--- src/rtl/hamming_pkg.sv ---
`default_nettype none
// ============================================================================
// Module : hamming_pkg
// Hamming(21,16) widths, word types and a reference encoder.
// Rev    : 1.0
// ============================================================================
package hamming_pkg;

  localparam int DATA_W = 16;
  localparam int ENC_W  = 21;

  typedef logic [ENC_W-1:0]  codeword_t;
  typedef logic [DATA_W-1:0] dataword_t;

  // Codeword position p (1-based) holds parity when p is a power of two,
  // otherwise the next data bit in ascending order.
  function automatic codeword_t hamming_encode(input dataword_t d);
    codeword_t  cw;
    logic [3:0] k;
    logic [4:0] pos;
    logic       par;
    cw = '0;
    k  = '0;
    for (int i = 0; i < ENC_W; i++) begin
      pos = 5'(i + 1);
      if ((pos & (pos - 5'd1)) != 5'd0) begin
        cw[i] = d[k];
        k     = k + 4'd1;
      end
    end
    for (int b = 0; b < 5; b++) begin
      par = 1'b0;
      for (int i = 0; i < ENC_W; i++) begin
        pos = 5'(i + 1);
        if (pos[b]) par = par ^ cw[i];
      end
      cw[(1 << b) - 1] = par;
    end
    return cw;
  endfunction

endpackage
`default_nettype wire

--- src/rtl/rr_arbiter.sv ---
`default_nettype none
// ============================================================================
// Module : rr_arbiter
// Round-robin one-hot arbiter; owns the rotating priority pointer.
// Rev    : 1.0
// ============================================================================
module rr_arbiter #(
  parameter  int NUM_REQ = 4,
  localparam int IDX_W   = (NUM_REQ > 1) ? $clog2(NUM_REQ) : 1
) (
  input  logic               clk,
  input  logic               rst,
  input  logic [NUM_REQ-1:0] req,
  input  logic               en,
  output logic [NUM_REQ-1:0] gnt,
  output logic [IDX_W-1:0]   gnt_idx,
  output logic               gnt_valid
);

  logic [IDX_W-1:0] ptr_q, ptr_d;
  logic [IDX_W-1:0] cand;

  always_comb begin
    gnt       = '0;
    gnt_idx   = '0;
    gnt_valid = 1'b0;
    cand      = '0;
    ptr_d     = ptr_q;
    if (en) begin
      // Scan from the far end back so the candidate nearest the pointer wins.
      for (int k = NUM_REQ - 1; k >= 0; k--) begin
        cand = IDX_W'((int'(ptr_q) + k) % NUM_REQ);
        if (req[cand]) begin
          gnt_idx   = cand;
          gnt_valid = 1'b1;
        end
      end
    end
    if (gnt_valid) begin
      gnt[gnt_idx] = 1'b1;
      ptr_d        = (gnt_idx == IDX_W'(NUM_REQ - 1)) ? '0 : gnt_idx + IDX_W'(1);
    end
  end

  always_ff @(posedge clk) begin
    if (rst) ptr_q <= '0;
    else     ptr_q <= ptr_d;
  end

endmodule
`default_nettype wire

--- src/rtl/hamming_dec_arbiter.sv ---
`default_nettype none
// ============================================================================
// Module : hamming_dec_arbiter
// Shares one Hamming(21,16) decoder among NUM_REQ requesters with credit-
// protected, in-order responses. Optional grant statistics: HAMMING_ARB_STATS_EN.
// Rev    : 1.0
// ============================================================================
module hamming_dec_arbiter
  import hamming_pkg::*;
#(
  parameter  int NUM_REQ   = 4,
  parameter  int RSP_DEPTH = 4,
  parameter  int DEC_LAT   = 1,
  localparam int ID_W      = (NUM_REQ > 1) ? $clog2(NUM_REQ) : 1
) (
  input  logic                     clk,
  input  logic                     rst,
  input  logic [NUM_REQ-1:0]       req_valid,
  input  logic [NUM_REQ*ENC_W-1:0] req_data,
  output logic [NUM_REQ-1:0]       req_ready,
  output logic [ENC_W-1:0]         dec_encoded_data,
  output logic                     dec_valid_in,
  input  logic [DATA_W-1:0]        dec_decoded_data,
  input  logic                     dec_valid_out,
  output logic                     rsp_valid,
  input  logic                     rsp_ready,
  output logic [DATA_W-1:0]        rsp_data,
  output logic [ID_W-1:0]          rsp_id,
`ifdef HAMMING_ARB_STATS_EN
  input  logic [ID_W-1:0]          stat_sel,
  input  logic                     stat_clr,
  output logic [15:0]              stat_grants,
`endif
  output logic                     proto_err
);

  localparam int PTR_W = (RSP_DEPTH > 1) ? $clog2(RSP_DEPTH) : 1;
  localparam int CNT_W = PTR_W + 1;
  localparam int LAT_W = $clog2(DEC_LAT + 2);

  logic [NUM_REQ-1:0] gnt;
  logic [ID_W-1:0]    gnt_idx;
  logic               gnt_valid;
  logic               credit_ok;

  logic               dec_valid_in_q, dec_valid_in_d;
  logic [ENC_W-1:0]   dec_encoded_data_q, dec_encoded_data_d;
  logic [ID_W-1:0]    issue_tag_q, issue_tag_d;
  logic               tag_v_q  [DEC_LAT];
  logic               tag_v_d  [DEC_LAT];
  logic [ID_W-1:0]    tag_id_q [DEC_LAT];
  logic [ID_W-1:0]    tag_id_d [DEC_LAT];
  logic [CNT_W-1:0]   inflight_q, inflight_d;
  logic [DATA_W-1:0]  mem_data_q [RSP_DEPTH];
  logic [DATA_W-1:0]  mem_data_d [RSP_DEPTH];
  logic [ID_W-1:0]    mem_id_q   [RSP_DEPTH];
  logic [ID_W-1:0]    mem_id_d   [RSP_DEPTH];
  logic [PTR_W-1:0]   wr_ptr_q, wr_ptr_d, rd_ptr_q, rd_ptr_d;
  logic [CNT_W-1:0]   fifo_cnt_q, fifo_cnt_d;
  logic               proto_err_q, proto_err_d;
  logic [LAT_W-1:0]   ign_q, ign_d;

  logic tail_v, push, pop, stray, drop;

  // Everything granted but not yet popped holds a FIFO slot in reserve.
  assign credit_ok = ({1'b0, inflight_q} + {1'b0, fifo_cnt_q}) < (CNT_W + 1)'(RSP_DEPTH);

  rr_arbiter #(.NUM_REQ(NUM_REQ)) u_arb (
    .clk       (clk),
    .rst       (rst),
    .req       (req_valid),
    .en        (credit_ok),
    .gnt       (gnt),
    .gnt_idx   (gnt_idx),
    .gnt_valid (gnt_valid)
  );

  assign req_ready        = gnt;
  assign dec_valid_in     = dec_valid_in_q;
  assign dec_encoded_data = dec_encoded_data_q;
  assign rsp_valid        = (fifo_cnt_q != '0);
  assign rsp_data         = mem_data_q[rd_ptr_q];
  assign rsp_id           = mem_id_q[rd_ptr_q];
  assign proto_err        = proto_err_q;

  assign tail_v = tag_v_q[DEC_LAT-1];
  assign push   = tail_v & dec_valid_out;
  assign pop    = rsp_valid & rsp_ready;
  assign stray  = dec_valid_out & ~tail_v & (ign_q == '0);
  assign drop   = tail_v & ~dec_valid_out;

  always_comb begin
    dec_valid_in_d     = gnt_valid;
    dec_encoded_data_d = dec_encoded_data_q;
    issue_tag_d        = issue_tag_q;
    if (gnt_valid) begin
      dec_encoded_data_d = req_data[int'(gnt_idx) * ENC_W +: ENC_W];
      issue_tag_d        = gnt_idx;
    end

    // Stage 0 runs alongside the decoder strobe; the tail meets dec_valid_out.
    tag_v_d[0]  = dec_valid_in_q;
    tag_id_d[0] = issue_tag_q;
    for (int i = 1; i < DEC_LAT; i++) begin
      tag_v_d[i]  = tag_v_q[i-1];
      tag_id_d[i] = tag_id_q[i-1];
    end

    inflight_d  = inflight_q + CNT_W'(gnt_valid) - CNT_W'(tail_v);
    fifo_cnt_d  = fifo_cnt_q + CNT_W'(push) - CNT_W'(pop);
    wr_ptr_d    = push ? wr_ptr_q + PTR_W'(1) : wr_ptr_q;
    rd_ptr_d    = pop  ? rd_ptr_q + PTR_W'(1) : rd_ptr_q;
    mem_data_d  = mem_data_q;
    mem_id_d    = mem_id_q;
    if (push) begin
      mem_data_d[wr_ptr_q] = dec_decoded_data;
      mem_id_d[wr_ptr_q]   = tag_id_q[DEC_LAT-1];
    end

    proto_err_d = proto_err_q | stray | drop;
    ign_d       = (ign_q != '0) ? ign_q - LAT_W'(1) : ign_q;
  end

  always_ff @(posedge clk) begin
    if (rst) begin
      dec_valid_in_q     <= 1'b0;
      dec_encoded_data_q <= '0;
      issue_tag_q        <= '0;
      for (int i = 0; i < DEC_LAT; i++) begin
        tag_v_q[i]  <= 1'b0;
        tag_id_q[i] <= '0;
      end
      inflight_q <= '0;
      for (int i = 0; i < RSP_DEPTH; i++) begin
        mem_data_q[i] <= '0;
        mem_id_q[i]   <= '0;
      end
      wr_ptr_q    <= '0;
      rd_ptr_q    <= '0;
      fifo_cnt_q  <= '0;
      proto_err_q <= 1'b0;
      // Decoder results still in flight across reset must not flag an error.
      ign_q       <= LAT_W'(DEC_LAT + 1);
    end else begin
      dec_valid_in_q     <= dec_valid_in_d;
      dec_encoded_data_q <= dec_encoded_data_d;
      issue_tag_q        <= issue_tag_d;
      tag_v_q            <= tag_v_d;
      tag_id_q           <= tag_id_d;
      inflight_q         <= inflight_d;
      mem_data_q         <= mem_data_d;
      mem_id_q           <= mem_id_d;
      wr_ptr_q           <= wr_ptr_d;
      rd_ptr_q           <= rd_ptr_d;
      fifo_cnt_q         <= fifo_cnt_d;
      proto_err_q        <= proto_err_d;
      ign_q              <= ign_d;
    end
  end

`ifdef HAMMING_ARB_STATS_EN
  logic [15:0] stat_cnt_q [NUM_REQ];
  logic [15:0] stat_cnt_d [NUM_REQ];

  always_comb begin
    stat_cnt_d = stat_cnt_q;
    if (stat_clr) begin
      for (int i = 0; i < NUM_REQ; i++) stat_cnt_d[i] = '0;
    end else if (gnt_valid && (stat_cnt_q[gnt_idx] != 16'hFFFF)) begin
      stat_cnt_d[gnt_idx] = stat_cnt_q[gnt_idx] + 16'd1;
    end
    stat_grants = (int'(stat_sel) < NUM_REQ) ? stat_cnt_q[stat_sel] : '0;
  end

  always_ff @(posedge clk) begin
    if (rst) begin
      for (int i = 0; i < NUM_REQ; i++) stat_cnt_q[i] <= '0;
    end else begin
      stat_cnt_q <= stat_cnt_d;
    end
  end
`endif

endmodule
`default_nettype wire

--- config.mk ---
export PLATFORM = sky130hd
export DESIGN_NAME = hamming_dec_arbiter
export DESIGN_NICKNAME = d
export VERILOG_FILES = /design/src/rtl/hamming_pkg.sv /design/src/rtl/rr_arbiter.sv /design/src/rtl/hamming_dec_arbiter.sv
export SDC_FILE = /design/constraint.sdc
export NUM_CORES = 1
export LEC_CHECK = 0
export BUFFER_PORTS_ARGS = -buffer_cell sky130_fd_sc_hd__clkbuf_2
export CAP_MARGIN = 20
export CELL_PAD_IN_SITES_DETAIL_PLACEMENT = 0
export CELL_PAD_IN_SITES_GLOBAL_PLACEMENT = 1
export CORE_MARGIN = 2
export CORE_UTILIZATION = 35
export DETAILED_ROUTE_END_ITERATION = 16
export GPL_TIMING_DRIVEN = 0
export PLACE_DENSITY_LB_ADDON = 0.3
export RECOVER_POWER = 50
export SKIP_CTS_REPAIR_TIMING = 1
export SYNTH_ARGS = -nofsm -noshare
export SYNTH_HDL_FRONTEND = slang
export SYNTH_SLANG_ARGS = --single-unit
export TNS_END_PERCENT = 20
--- constraint.sdc ---
create_clock -name clk -period 2.4 [get_ports clk]
set_clock_uncertainty 0.05 [all_clocks]
set_input_delay 0.36 -clock clk [delete_from_list [all_inputs] [get_ports clk]]
set_output_delay 0.36 -clock clk [all_outputs]
set_load 0.02 [all_outputs]
# --- After elaboration in Yosys (flattened, before gate mapping) ---
# Index checks and enable logic that the tools add are counted.
# W data, S select, Z words.
op_classes:
  addsub: 12
  mul: 1
  n_div: 0
  n_lt_le_gt_ge: 10
  n_eq_ne: 1
  n_shift: 1
  mux: 34
  bitwise: 11
  reduce_logical: 5
op_table:
  columns: ["operator", "n"]
  rows:
  - ["$shiftx A84 B8 Y21", 1]
  - ["$bwmux W64", 1]
  - ["$mux W16", 3]
  - ["$bmux W16 S2", 1]
  - ["$demux W16 S2", 1]
  - ["$mux W2", 9]
  - ["$lt A2 B3 Y1 const B", 5]
  - ["$mux W1", 10]
  - ["$add A2 B1 Y2 const B", 4]
  - ["$bmux W1 S2", 4]
  - ["$bwmux W8", 1]
  - ["$mul A2 B5 Y7 const B", 1]
  - ["$add A3 B1 Y3", 2]
  - ["$ge A3 B3 Y1 const B", 2]
  - ["$not A2 Y3", 2]
  - ["$sub A3 B1 Y3", 2]
  - ["$and A1 B1 Y1", 5]
  - ["$add A2 B2 Y2 const B", 2]
  - ["$add A3 B3 Y4", 1]
  - ["$bmux W2 S2", 1]
  - ["$demux W2 S2", 1]
  - ["$lt A4 B3 Y1 const B", 1]
  - ["$mux W4", 1]
  - ["$lt A3 B1 Y1 const B", 1]
  - ["other kinds (10)", 13]
word_totals:
  regBits: 114
  latchBits: 0
  ram_bits: 0
  mem_bits_ro: 0
  output_inout_bits: 46
  n_memories: 0

# --- Depth between registers and ports, before layout ---
# Gate-level depths: netlist (run 1).
depth:
  ltp_word: 13
  depth_mapped: 10

# --- Hierarchy ---
# A second synthesis (run 1) with hierarchy kept.
hier_totals:
  cells_unflattened: 552
  area_unflattened_um2: 5318.9
by_module_without_submodules:
  columns: ["module", "instances", "cells_per_inst", "area_each_um2", "seq_area_each_um2"]
  rows:
  - ["hamming_dec_arbiter", 1, 519, 5042.3, 2242.2]
  - ["rr_arbiter", 1, 33, 276.5, 40.0]

# --- Worst setup path after synthesis (run 1) ---
# No wires, ideal clock.
synth_path:
  path_type: "reg-to-output"
  from: "register inflight_q[2]"
  to: "output port req_ready[0]"
  t_arrival_ns: 2.131
  path_slack_ns: -0.141
  path_stages_with_launch: 9
  cell_sequence: "dfxtp_1 ha_1 nor3_2 nand2_1 a211oi_2 nand2_1 clkbuf_1 ha_1 and2_1"
synth_between:
  elab_chain_cells: 8
synth_lines:
  columns: ["element", "line", "text"]
  rows:
  - ["from (decl)", "hamming_dec_arbiter.sv:53", "logic [CNT_W-1:0] inflight_q, inflight_d;"]
  - ["from (signal assigned)", "hamming_dec_arbiter.sv:150", "inflight_q <= inflight_d;"]
  - ["$add A3 B3 Y4 (*)", "hamming_dec_arbiter.sv:66", "assign credit_ok = ({1'b0, inflight_q} + {1'b0, fifo_cnt_q}) < (CNT_W + 1)'(RSP_DEPTH);"]
  - ["$lt A4 B3 Y1 (*)", "hamming_dec_arbiter.sv:66", null]
  - ["$mux W2", "rr_arbiter.sv:29", "if (en) begin"]
  - ["$lt A2 B3 Y1 (implied by the code) or $ge A2 B1 Y1 (tied branches)", "rr_arbiter.sv:40", "gnt[gnt_idx] = 1'b1;"]
  - ["$logic_and A1 B1 Y1 (implied by the code)", "rr_arbiter.sv:40", null]
  - ["$mux W1 (implied by the code)", "rr_arbiter.sv:40", null]
  - ["$demux W1 S2", null, null]
  - ["$mux W4 (*)", "rr_arbiter.sv:39", "if (gnt_valid) begin"]
  - ["to (decl)", "hamming_dec_arbiter.sv:20", "output logic [NUM_REQ-1:0] req_ready,"]
# Mark *: on every way between the ends. The rest lies on a longest branch, timed or not.

# --- Final worst setup path (run 1) ---
layout_path:
  from: "register fifo_cnt_q[2]"
  to: "output port req_ready[0]"
layout_between:
  elab_chain_cells: 8
layout_lines:
  columns: ["element", "line", "text"]
  rows:
  - ["from (decl)", "hamming_dec_arbiter.sv:59", "logic [CNT_W-1:0] fifo_cnt_q, fifo_cnt_d;"]
  - ["from (signal assigned)", "hamming_dec_arbiter.sv:155", "fifo_cnt_q <= fifo_cnt_d;"]
  - ["$add A3 B3 Y4 (*)", "hamming_dec_arbiter.sv:66", null]
  - ["$lt A4 B3 Y1 (*)", "hamming_dec_arbiter.sv:66", null]
  - ["$mux W2", "rr_arbiter.sv:29", null]
  - ["$lt A2 B3 Y1 (implied by the code) or $ge A2 B1 Y1 (tied branches)", "rr_arbiter.sv:40", null]
  - ["$logic_and A1 B1 Y1 (implied by the code)", "rr_arbiter.sv:40", null]
  - ["$mux W1 (implied by the code)", "rr_arbiter.sv:40", null]
  - ["$demux W1 S2", null, null]
  - ["$mux W4 (*)", "rr_arbiter.sv:39", null]
# Marks and branches as above.

==> summary by stage, run 1 <==
Status
The run finished, with violations left. The checks that failed: setup timing.

Drt
For this block, the via count after detailed routing is 5339. The number of iterations in the first detailed-routing pass is 4. The first routing iteration left approximately 250 violations. In the routed design, unresolved DRC markers number 0.

The detail-routed net length per standard cell is 16.7 um. The remaining antenna violation count is 0. The routed design has 17600 um of wire. The via density per instance is 5.08.

Floorplanning
In this run the standard cell core region covers 15300 um2. Once the floorplan was initialized, standard cells occupied 36.0% of the core. The overall die width is 129 um.

The number of cell rows is 45. 154 I/O pins were placed. The die covers 16800 um2. The die is 129 um tall.

Global route
Entering global routing, the biggest net connects 17 pins. The wire length of the first global-routing pass is 27100 um. The number of global-route vias before repair came to 5413. The aggregate global routing overflow is 0.

The initial antenna violation count is 0. The total global-route track usage is 21.2%.

Place
At the end of routability-driven placement, the weighted congestion stood at 0.885. Timing analysis after detailed placement gives a worst setup slack of -627 ps. The wire-length estimate of the detail-placed layout is 12700 um. The number of buffers added on ports is 153.

Worst setup path
Data on the critical path is required at its endpoint by approximately 2000 ps. The kind of end point of the critical path is a primary output. The kind of launch point of the worst setup path is a register. In this run the worst setup path begins at fifo_cnt_q[2]$_SDFF_PP0_. The critical path goes through ha_4 -> nor3_4 -> nand3_2 -> or4_4 -> buf_8 -> buf_12 -> ha_4 -> and2_4 -> buf_6. The delay contributed by the slowest stage of the critical path is 500 ps.

The worst setup path is of the register to primary output kind. The startpoint of the worst register-to-register path is fifo_cnt_q[2]$_SDFF_PP0_. The maximum fanout along the worst path is 7. The endpoint of the most critical register-to-register path is dec_encoded_data[18]$_SDFFE_PP0P_.

In this run the worst setup path terminates at req_ready[0]. For the worst setup path, the data arrival time is 2500 ps. The cell that appears most often on the critical path is ha_4.

The master of the slowest instance on the critical path is or4_4. Setup slack on the worst reg-to-reg path comes out at -220 ps. The depth of the worst register-to-register path is 12.

STA
The routed design could run at a clock period as short as 2910 ps. The minimum hold slack is 160 ps. Setup violations remaining at the end of the flow were counted as 21. Setup repair after global routing could not meet its margin everywhere.

The final number of hold-violating endpoints is 0. The number of max-slew violations in the final report came to 0. At the pin with the least slew margin, the transition time is between 900 and 1000 ps. After layout, the worst path uses 121% of the clock period. Setup slack on the critical path of the routed design comes to -505 ps. The worst pin sits at a relative slew slack of between 30% and 40%.

The upper clock frequency limit is 344 MHz.

Clock tree
The total CTS buffers is 17. The clock insertion delay at the later pin of the skew report is 420 ps. After clock tree synthesis, the clock-pin slew on the worst setup and hold paths is 50 ps. Counting along the longest clock path gives a buffer depth of 2. The library cell used as clock root buffer is clkbuf_16. TritonCTS built the clock tree.

CTS saw roughly 110 sinks. The H-tree generated during clock tree synthesis spans 4 levels.

Synth
The top cell type by area accounts for around two fifths of the synthesized area. The synthesized netlist contains 40 unique library cells. A synthesized cell averages 8.69 um2. Summing the sequential cell areas from Yosys gives 41.4% of the chip area.

The post-synthesis cell type with the largest combined area is dfxtp_1. In this run, synthesis produced a sequential element count of 114. Among all flip-flop cells after synthesis, the most frequent one is dfxtp_1.

By area the synthesized netlist is led by dfxtp_1 41%, nand2_1 11%, a21oi_1 11%, mux4_2 7.4%, a31o_2 5.1%. Yosys printed 0 warnings. The number of nets in the synthesized netlist is 759. The number of synthesized flops with an enable pin is 0. In this run the cell area of the synthesized design comes to 5510 um2. The share of synthesized registers carrying an async set or reset is 0%. The gate count after technology mapping is 634.

Power
VDD sags by at most 624 uV. The power per cell area is between 1000 and 1500 nW/um2. Summed over all cells, the static leakage comes to 2.97 nW.

Layout
Leaving out fill and tap cells, the most frequent cell in the layout is nand2_1. 0 antenna diodes ended up in the layout. The register area is 2290 um2. Relative to the synthesized area, the layout overhead comes to 36.7%. The multi-input combinational cells in the finished layout cover a total of 3090 um2.

Fill cells in the final layout number 1549. In the final layout, the share of cells above drive strength 1 is a little over a third. At the end of the flow, the number of nets in the layout was 951. The core utilization of the finished layout is between 40% and 50%. The library cells used most frequently in the layout, excluding fill and tap cells, are 164 x nand2_1, 128 x clkbuf_2, 109 x dfxtp_1, 104 x a21oi_1, 61 x clkbuf_1.

Flow run
Across the run, the number of max-cap violations was 0.

Min path
The min-delay analysis places its worst path in the category primary input to register.
-- state kept, by name, summed over array words and instances, names as in the netlist, 2 cells and up --
signal and flops:
mem_data_q 64, dec_encoded_data 21, mem_id_q 8, fifo_cnt_q 3
inflight_q 3, ign_q 2, issue_tag_q 2, rd_ptr_q 2
tag_id_q 2, u_arb.ptr_q 2, wr_ptr_q 2
-- layer usage --
| metal | part of all wire [%] | up-vias | GRT usage [%] |
|---|---|---|---|
| li1 | - | 2593 | - |
| met1 | 40 | 2509 | 23.9 |
| met2 | 49 | 202 | 37.3 |
| met3 | 7.2 | 35 | 6.11 |
| met4 | 3.0 | 0 | 9.55 |
| met5 | 0 | - | 0 |
-- kinds of logic after synthesis --
logic type                 synth area share (%)
muxes                                      8.08
and+or+nand+nor                            18.3
adders and majority gates                  4.13
AOI/OAI and AO/OA                          21.4
xor gates and xnor gates                   1.27
buffers and inverters                      5.47
DFF                                        41.4
-- power by group --
group          switching [mW]  internal (mW)  leakage [nW]
Combinational            2.10           1.82          1.74
Sequential              0.190           2.17         0.929
Clock                   0.884           1.81         0.306
Total                    3.18           5.80          2.97
-- synth_stat cells, drive strengths merged (2+ instances only) --
cell type  instances
nor2b              7
nand2b             3
nand3              2
ha                15
nand3b            19
nor3               2
a211oi             2
buf                9
mux4              18
inv               18
nor2              10
a31oi              3
or4                2
a31o              35
o31ai             18
nand2            165
dfxtp            114
mux2i              4
and2               6
or3                2
fa                 2
a311o              3
xor2               2
and3               5
clkbuf            41
xnor2              6
a21oi            117
-- stage by stage --
stage / TNS (ps) / area (um2) / total power, mW / instances
2_1_floorplan: -86.6 / 5520 / 4.76 / 634
3_3_place_gp: -5040 / 6550 / 5.62 / 998
3_5_place_dp: -5280 / 6550 / 5.69 / 998
4_1_cts: -13670 / 7180 / 8.40 / 1030
5_1_grt: -7750 / 7530 / 9.45 / 1050
6_report: -5340 / 7530 / 8.98 / 1050
-- final cells by class --
cell class / count / share of cell area (%)
multi-input cells: 452 / 41.0
flip-flops and latches: 114 / 30.4
repair buffers: 174 / 12.3
clock buffers: 22 / 6.30
well taps: 211 / 3.50
plain buffers: 49 / 3.41
clock inverters: 10 / 2.06
inverters: 18 / 0.997
-- worst min path at each step --
stage,startpoint,endpoint,slack (ps),depth (start not counted)
floorplan,issue_tag_q[0]$_SDFFE_PP0P_,issue_tag_q[0]$_SDFFE_PP0P_,380,2
global placement,mem_data_q[34]$_SDFFE_PP0P_,mem_data_q[34]$_SDFFE_PP0P_,390,2
detailed placement,issue_tag_q[1]$_SDFFE_PP0P_,issue_tag_q[1]$_SDFFE_PP0P_,390,2
CTS,dec_decoded_data[9],mem_data_q[9]$_SDFFE_PP0P_,140,3
global route,dec_decoded_data[0],mem_data_q[0]$_SDFFE_PP0P_,160,3
finish,dec_decoded_data[0],mem_data_q[48]$_SDFFE_PP0P_,160,3
-- worst max-delay path: cells and delay by family (launching register included) --
kind	cells	cell delay, ps
buffers and inverters	3	420
adder cells (fa/ha/maj)	2	380
flip-flops	1	340
AND/OR/NAND/NOR	4	940
Power figures use the tool's default switching activity.
==> run 2: changes to the inputs <==
--- a/config.mk
+++ b/config.mk
@@ -7,10 +7,8 @@
 export LEC_CHECK = 0
 export BUFFER_PORTS_ARGS = -buffer_cell sky130_fd_sc_hd__clkbuf_2
 export CAP_MARGIN = 20
-export CELL_PAD_IN_SITES_DETAIL_PLACEMENT = 0
-export CELL_PAD_IN_SITES_GLOBAL_PLACEMENT = 1
 export CORE_MARGIN = 2
-export CORE_UTILIZATION = 35
+export CORE_UTILIZATION = 47
 export DETAILED_ROUTE_END_ITERATION = 16
 export GPL_TIMING_DRIVEN = 0
 export PLACE_DENSITY_LB_ADDON = 0.3
==> run 2 against run 1 <==
Against the previous run:
- the run still ends with setup timing left
- worst hold slack better by 3.6 ps
- sequential power hardly changed
- global-route usage is 4.5 points higher
- final cell count is 7.3% lower
- core utilization is 16 points higher
- sequential cell count stayed put
==> summary by stage, run 2 (synthesis gave the netlist of run 1 again) <==
Layout
The share of cells above drive strength 1 came to 34.5% (-0.46 points). Leaving out fill and tap cells, the most frequent cell in the layout is nand2_1. In the layout the commonest cells are 164 x nand2_1, 128 x clkbuf_2, 110 x dfxtp_1, 99 x a21oi_1, 63 x clkbuf_1. The post-synthesis to final-layout area growth is 34.0%. The number of cells in the finished layout apart from fillers is 973 (-7.3%).

The final net count is 944 (-0.74%). The flip-flop count of the largest register after layout is 64 (unchanged). The core utilization of the finished layout is 64.7% (+16 points).

The number of fill cells was 951 (-39%). The register with the highest flop count is mem_data_q. The antenna diode count is 0 (unchanged).

Clock tree
The CTS H-tree depth is 4 (unchanged). TritonCTS built the clock tree. The total CTS buffers is 17 (unchanged). The library cell used as clock root buffer is clkbuf_16. The clock insertion delay at the later pin of the skew report is 410 ps (about the same). The clock sink count is 114 (unchanged). The clock transition at the registers of the reported paths is 50 ps (about the same). The buffer levels on the longest clock path came to 2 (unchanged).

Place
The placement-stage worst setup slack came to -585 ps (+41.6 ps). The placed wire-length estimate after detailed placement was 11700 um (-8.0%). The number of buffers added on ports is 153 (unchanged). The number of placed instances with taps included is 930 (-6.8%).

The last weighted congestion value of the routability-driven placer came to 0.886 (+0.15%).

Drt
The number of iterations in the first detailed-routing pass is 5 (+1). The remaining antenna violation count is 0 (unchanged). The remaining routing DRC violations is 0 (unchanged).

The iteration-0 DRC count of the detailed router was 292 (+15%). The via density per instance was 5.58 (+9.8%). The detail-routed net length per standard cell is 17.0 um (+1.6%). The via total after detailed routing was 5431 (+1.7%). The total wire length was 16500 um (-5.9%).

Floorplanning
The vertical die dimension was 112 um (-13%). The number of cell rows is 39 (-13%). The effective utilization at floorplan is 48.3% (+12 points). The die footprint is 12600 um2 (-25%). The overall die width came to 112 um (-13%). The number of top-level pins came to 154 (unchanged).

The area inside the core boundary was 11400 um2 (-25%).

STA
The worst slew margin relative to its limit is 38.5% (+1.1 points). The upper clock frequency limit was 343 MHz (-0.43%). The minimum hold slack is 163 ps (+3.62 ps). The clock period minus final worst setup slack is 2920 ps (+12.4 ps). The final number of hold-violating endpoints is 0 (unchanged).

The final clock period utilization by the worst path is 122% (+0.52 points). The number of max-slew violations in the final report was 0 (unchanged). The worst-case setup margin in the final layout is -518 ps (-12.4 ps). The transition at the pin with the smallest max-transition slack came to 923 ps (-16.0 ps).

Setup repair after global routing could not meet its margin everywhere. The number of failing setup endpoints in the final timing report was 31 (+48%).

Global route
The initial antenna violation count is 0 (unchanged). The largest net degree at the start of global routing is 17 (unchanged). The aggregate global routing overflow is 0 (unchanged).

The wire length of the first global-routing pass is 25800 um (-4.7%). The number of global-route vias before repair is 5529 (+2.1%). The total global-route track usage was 25.7% (+4.5 points).

Status
The flow ran to the end, but the final reports show violations. The checks that failed: setup timing.

Flow run
The number of max-cap violations is 0 (unchanged).

Min path
The path class of the tightest hold or removal check is primary input to register.

Worst setup path
The critical path is of the register to primary output type. The kind of launch point of the worst setup path is a register. The data arrival time at the worst-slack endpoint is 2510 ps (about the same). The kind of end point of the critical path is a primary output. The required time at the worst-slack endpoint is 1990 ps (about the same). The maximum fanout along the worst path is 6 (-1). The worst setup slack for register-to-register paths is -240 ps (-20 ps).

Power
The power per cell area is 1200 nW/um2 (+0.47%). The leakage power is 2.92 nW (-1.9%). The total power consumption of the routed design is 8.85 mW (-1.5%). The highest ir drop seen on vdd came to 820 uV (+31%).
run 2: cell types whose count changed in the layout (fill, tap and decap cells not counted), sizes merged:
cell,change
buf,-8
clkinv,-1
clkinvlp,+1
inv,-1
run 2: area by class of cell:
cell class	count	area [um2]	share of cell area [%]
inverters	18	80.1	1.08
repair buffers	167	870	11.8
multi-input cells	452	3090	41.8
clock inverters	9	156	2.12
flip-flops and latches	114	2290	31.0
well taps	143	179	2.42
clock buffers	21	460	6.23
plain buffers	49	262	3.54
run 2: path summary, 6_finish.rpt:
kind	cells past startpoint	start	end
hold reg to reg	2	issue_tag_q[1]$_SDFFE_PP0P_	issue_tag_q[1]$_SDFFE_PP0P_
setup / recovery	10	fifo_cnt_q[2]$_SDFF_PP0_	req_ready[3]
hold / removal	3	dec_decoded_data[1]	mem_data_q[49]$_SDFFE_PP0P_
setup reg to reg	9	fifo_cnt_q[2]$_SDFF_PP0_	inflight_q[1]$_SDFF_PP0_
run 2: per-layer routing:
layer | vias up | global-route usage, % | part of all wire [%]
met5 | - | 0 | 0
met1 | 2588 | 29.0 | 39
met4 | 0 | 11.3 | 1.6
li1 | 2581 | - | -
met2 | 236 | 45.7 | 52
met3 | 26 | 6.86 | 7.2
run 2: per-stage QoR:
| stage | cell area [um2] | setup TNS [ps] |
|---|---|---|
| 2_1_floorplan | 5520 | -86.6 |
| 3_3_place_gp | 6470 | -2840 |
| 3_5_place_dp | 6470 | -3990 |
| 4_1_cts | 7090 | -11310 |
| 5_1_grt | 7390 | -9230 |
| 6_report | 7390 | -5260 |
run 2: critical path: stages (launching register included):
cell and delay, ps:
dfxtp_4 360, ha_4 240, nor3_4 210, nand3_2 100
or4_4 500, buf_12 160, clkinv_8 50, buf_8 110
ha_4 120, and2_4 130, buf_6 120
run 2: report_power, final:
group          switching, mW  internal [mW]  leakage (nW)  total, mW
sequential             0.199           2.17         0.929       2.37
clock                  0.857           1.78         0.291       2.63
combinational           2.10           1.74          1.70       3.84
total                   3.16           5.69          2.92       8.85
==> run 3: changes to the inputs <==
--- a/config.mk
+++ b/config.mk
@@ -12,7 +12,6 @@
 export DETAILED_ROUTE_END_ITERATION = 16
 export GPL_TIMING_DRIVEN = 0
 export PLACE_DENSITY_LB_ADDON = 0.3
-export RECOVER_POWER = 50
 export SKIP_CTS_REPAIR_TIMING = 1
 export SYNTH_ARGS = -nofsm -noshare
 export SYNTH_HDL_FRONTEND = slang
==> run 3 against run 2 <==
Against the previous run:
- the flow still finishes with violations (setup timing)
- power is 0.46% higher
- critical path depth stayed put
- sequential cell count stayed put
- core utilization is 0.27 points higher
- non-clock buffer count stayed put
- via count is 0.59% higher
- setup slack better by 1.8 ps
- critical path type unchanged
- largest power group unchanged
==> summary by stage, run 3 (synthesis gave the netlist of run 1 again) <==
Status
The run finished, with violations left. The checks that failed: setup timing.

Drt
The iteration-0 DRC count of the detailed router is 316 (+8.2%). The remaining antenna violation count is 0 (unchanged). The remaining routing DRC violations is 0 (unchanged). The via density per instance is 5.61 (+0.59%). The number of iterations in the first detailed-routing pass is 5 (unchanged). The total wire length is 16500 um (-0.19%). The via total after detailed routing is 5463 (+0.59%). The detail-routed net length per standard cell was 17.0 um (-0.19%).

Power
The leakage power is 3.00 nW (+2.9%). The highest ir drop seen on vdd is 825 uV (+0.71%). The share of total power consumed by net switching was 35.6% (-0.089 points). The power per cell area is 1200 nW/um2 (about the same). The share of total power in combinational logic was 43.7% (+0.3 points). The total power consumption of the routed design is 8.89 mW (+0.46%). The total net switching power was 3.16 mW (+0.20%). The internal power consumption is 5.73 mW (+0.59%). The sequential fraction of design power is 26.6% (-0.2 points). The clock group share of total power is 29.6% (-0.2 points).

Worst setup path
The start-to-end type of the worst setup path is register to primary output. The most numerous cell type found on the critical path is ha_4. The delay contributed by the slowest stage of the critical path is 500 ps (about the same). The maximum fanout along the worst path is 6 (unchanged).

Traced cell by cell, the critical path runs through ha_4 -> nor3_4 -> nand3_2 -> or4_4 -> buf_12 -> clkinv_8 -> buf_8 -> ha_4 -> and2_4 -> buf_6. The category of cells accounting for the largest share of critical-path delay is simple AND/OR/NAND/NOR gates. The data arrival time at the worst-slack endpoint is 2510 ps (about the same). The kind of launch point of the worst setup path is a register. The kind of end point of the critical path is a primary output. The total buffers and inverters traversed by the critical path is 4 (unchanged). The required time at the worst-slack endpoint is 1990 ps (about the same).

Among all stages on the critical path, the largest delay is contributed by or4_4.

Clock tree
The buffer levels on the longest clock path was 2 (unchanged). The total CTS buffers is 17 (unchanged). The TritonCTS clock tree is done. The clock insertion delay at the later pin of the skew report is 410 ps (about the same).

The CTS H-tree depth was 4 (unchanged). The library cell used as clock root buffer is clkbuf_16. The clock sink count is 114 (unchanged). The clock transition at the registers of the reported paths is 50 ps (about the same).

Layout
The final net count was 944 (unchanged). Leaving out fill and tap cells, the most frequent cells in the layout are 164 x nand2_1, 153 x clkbuf_2, 110 x dfxtp_1, 99 x a21oi_1, 38 x clkbuf_1. Counting flops per register, the top entry is mem_data_q. Leaving out fill and tap cells, the most frequent cell in the layout is nand2_1.

The flip-flop count of the largest register after layout is 64 (unchanged). The share of cells above drive strength 1 is 37.5% (+3.0 points). The post-synthesis to final-layout area growth is 34.6%.

The total area of multi-input combinational cells is 3090 um2 (unchanged). The antenna diode count was 0 (unchanged). The number of fill cells was 946 (-0.53%). The register area is 2290 um2 (unchanged).

Global route
The aggregate global routing overflow is 0 (unchanged). The wire length of the first global-routing pass is 25800 um (unchanged). The initial antenna violation count is 0 (unchanged). The largest net degree at the start of global routing is 17 (unchanged). The total global-route track usage is 25.7% (unchanged). The number of global-route vias before repair was 5529 (unchanged).

STA
The upper clock frequency limit is 343 MHz (about the same). The transition at the pin with the smallest max-transition slack came to 934 ps (+11.5 ps). The final number of hold-violating endpoints is 0 (unchanged).

The worst slew margin relative to its limit is 37.7% (-0.77 points). The number of max-slew violations in the final report is 0 (unchanged). Setup repair after global routing could not meet its margin everywhere. The worst-case setup margin in the final layout is -516 ps (+1.80 ps).

The number of failing setup endpoints in the final timing report is 31 (unchanged). The final clock period utilization by the worst path was 122% (about the same). The clock period minus final worst setup slack came to 2920 ps (-1.80 ps).

Place
The placed wire-length estimate after detailed placement is 11700 um (unchanged). The placement-stage worst setup slack came to -585 ps (unchanged). The last weighted congestion value of the routability-driven placer was 0.886 (unchanged). The number of buffers added on ports came to 153 (unchanged).

Floorplanning
The die footprint is 12600 um2 (unchanged). The effective utilization at floorplan is 48.3% (unchanged). The area inside the core boundary came to 11400 um2 (unchanged). The number of cell rows was 39 (unchanged).

The overall die width is 112 um (unchanged). The number of top-level pins was 154 (unchanged). The vertical die dimension is 112 um (unchanged).

Flow run
The number of max-cap violations came to 0 (unchanged).

Min path
The class of the worst hold path is primary input to register.
## run 3: worst paths after layout
kind	startpoint	endpoint	slack, ps	cells after the start
min	dec_decoded_data[1]	mem_data_q[49]$_SDFFE_PP0P_	170	3
min reg2reg	issue_tag_q[1]$_SDFFE_PP0P_	issue_tag_q[1]$_SDFFE_PP0P_	400	2
max	fifo_cnt_q[2]$_SDFF_PP0_	req_ready[3]	-520	10
max reg2reg	fifo_cnt_q[2]$_SDFF_PP0_	inflight_q[1]$_SDFF_PP0_	-240	9
## run 3: power groups by stage
stage / logic, mW / clock network [mW] / registers (mW)
after floorplan: 2.27 / 0 / 2.48
after global placement: 3.19 / 0 / 2.37
after detailed placement: 3.26 / 0 / 2.38
after CTS: 3.28 / 2.65 / 2.34
after global routing: 4.18 / 2.75 / 2.40
final: 3.89 / 2.63 / 2.37
## run 3: through the flow
stage	util, %	instances	cell area [um2]	setup TNS (ps)	hold slack [ps]
2_1_floorplan	-	634	5520	-86.6	382
3_3_place_gp	56.7	930	6470	-2840	388
3_5_place_dp	56.7	930	6470	-3990	395
4_1_cts	62.1	960	7090	-11310	157
5_1_grt	65.0	973	7420	-9180	171
6_report	65.0	973	7420	-5330	166
## run 3: area by class of cell
class / count / share of cell area, %
clock inverters: 9 / 2.11
multi-input cells: 452 / 41.7
clock buffers: 21 / 6.21
inverters: 18 / 1.08
repair buffers: 167 / 12.1
flip-flops and latches: 114 / 30.9
well taps: 143 / 2.41
plain buffers: 49 / 3.54
## run 3: per-layer routing
| metal | vias to the layer above | part of all wire, % | track usage [%] |
|---|---|---|---|
| li1 | 2578 | - | - |
| met1 | 2593 | 39 | 29.0 |
| met2 | 262 | 52 | 45.7 |
| met3 | 30 | 7.8 | 6.86 |
| met4 | 0 | 1.7 | 11.3 |
| met5 | - | 0 | 0 |
## run 3: tightest hold or removal path: stages
cell and delay [ps]:
clkbuf_2 110, nand2_1 60, a21oi_1 50
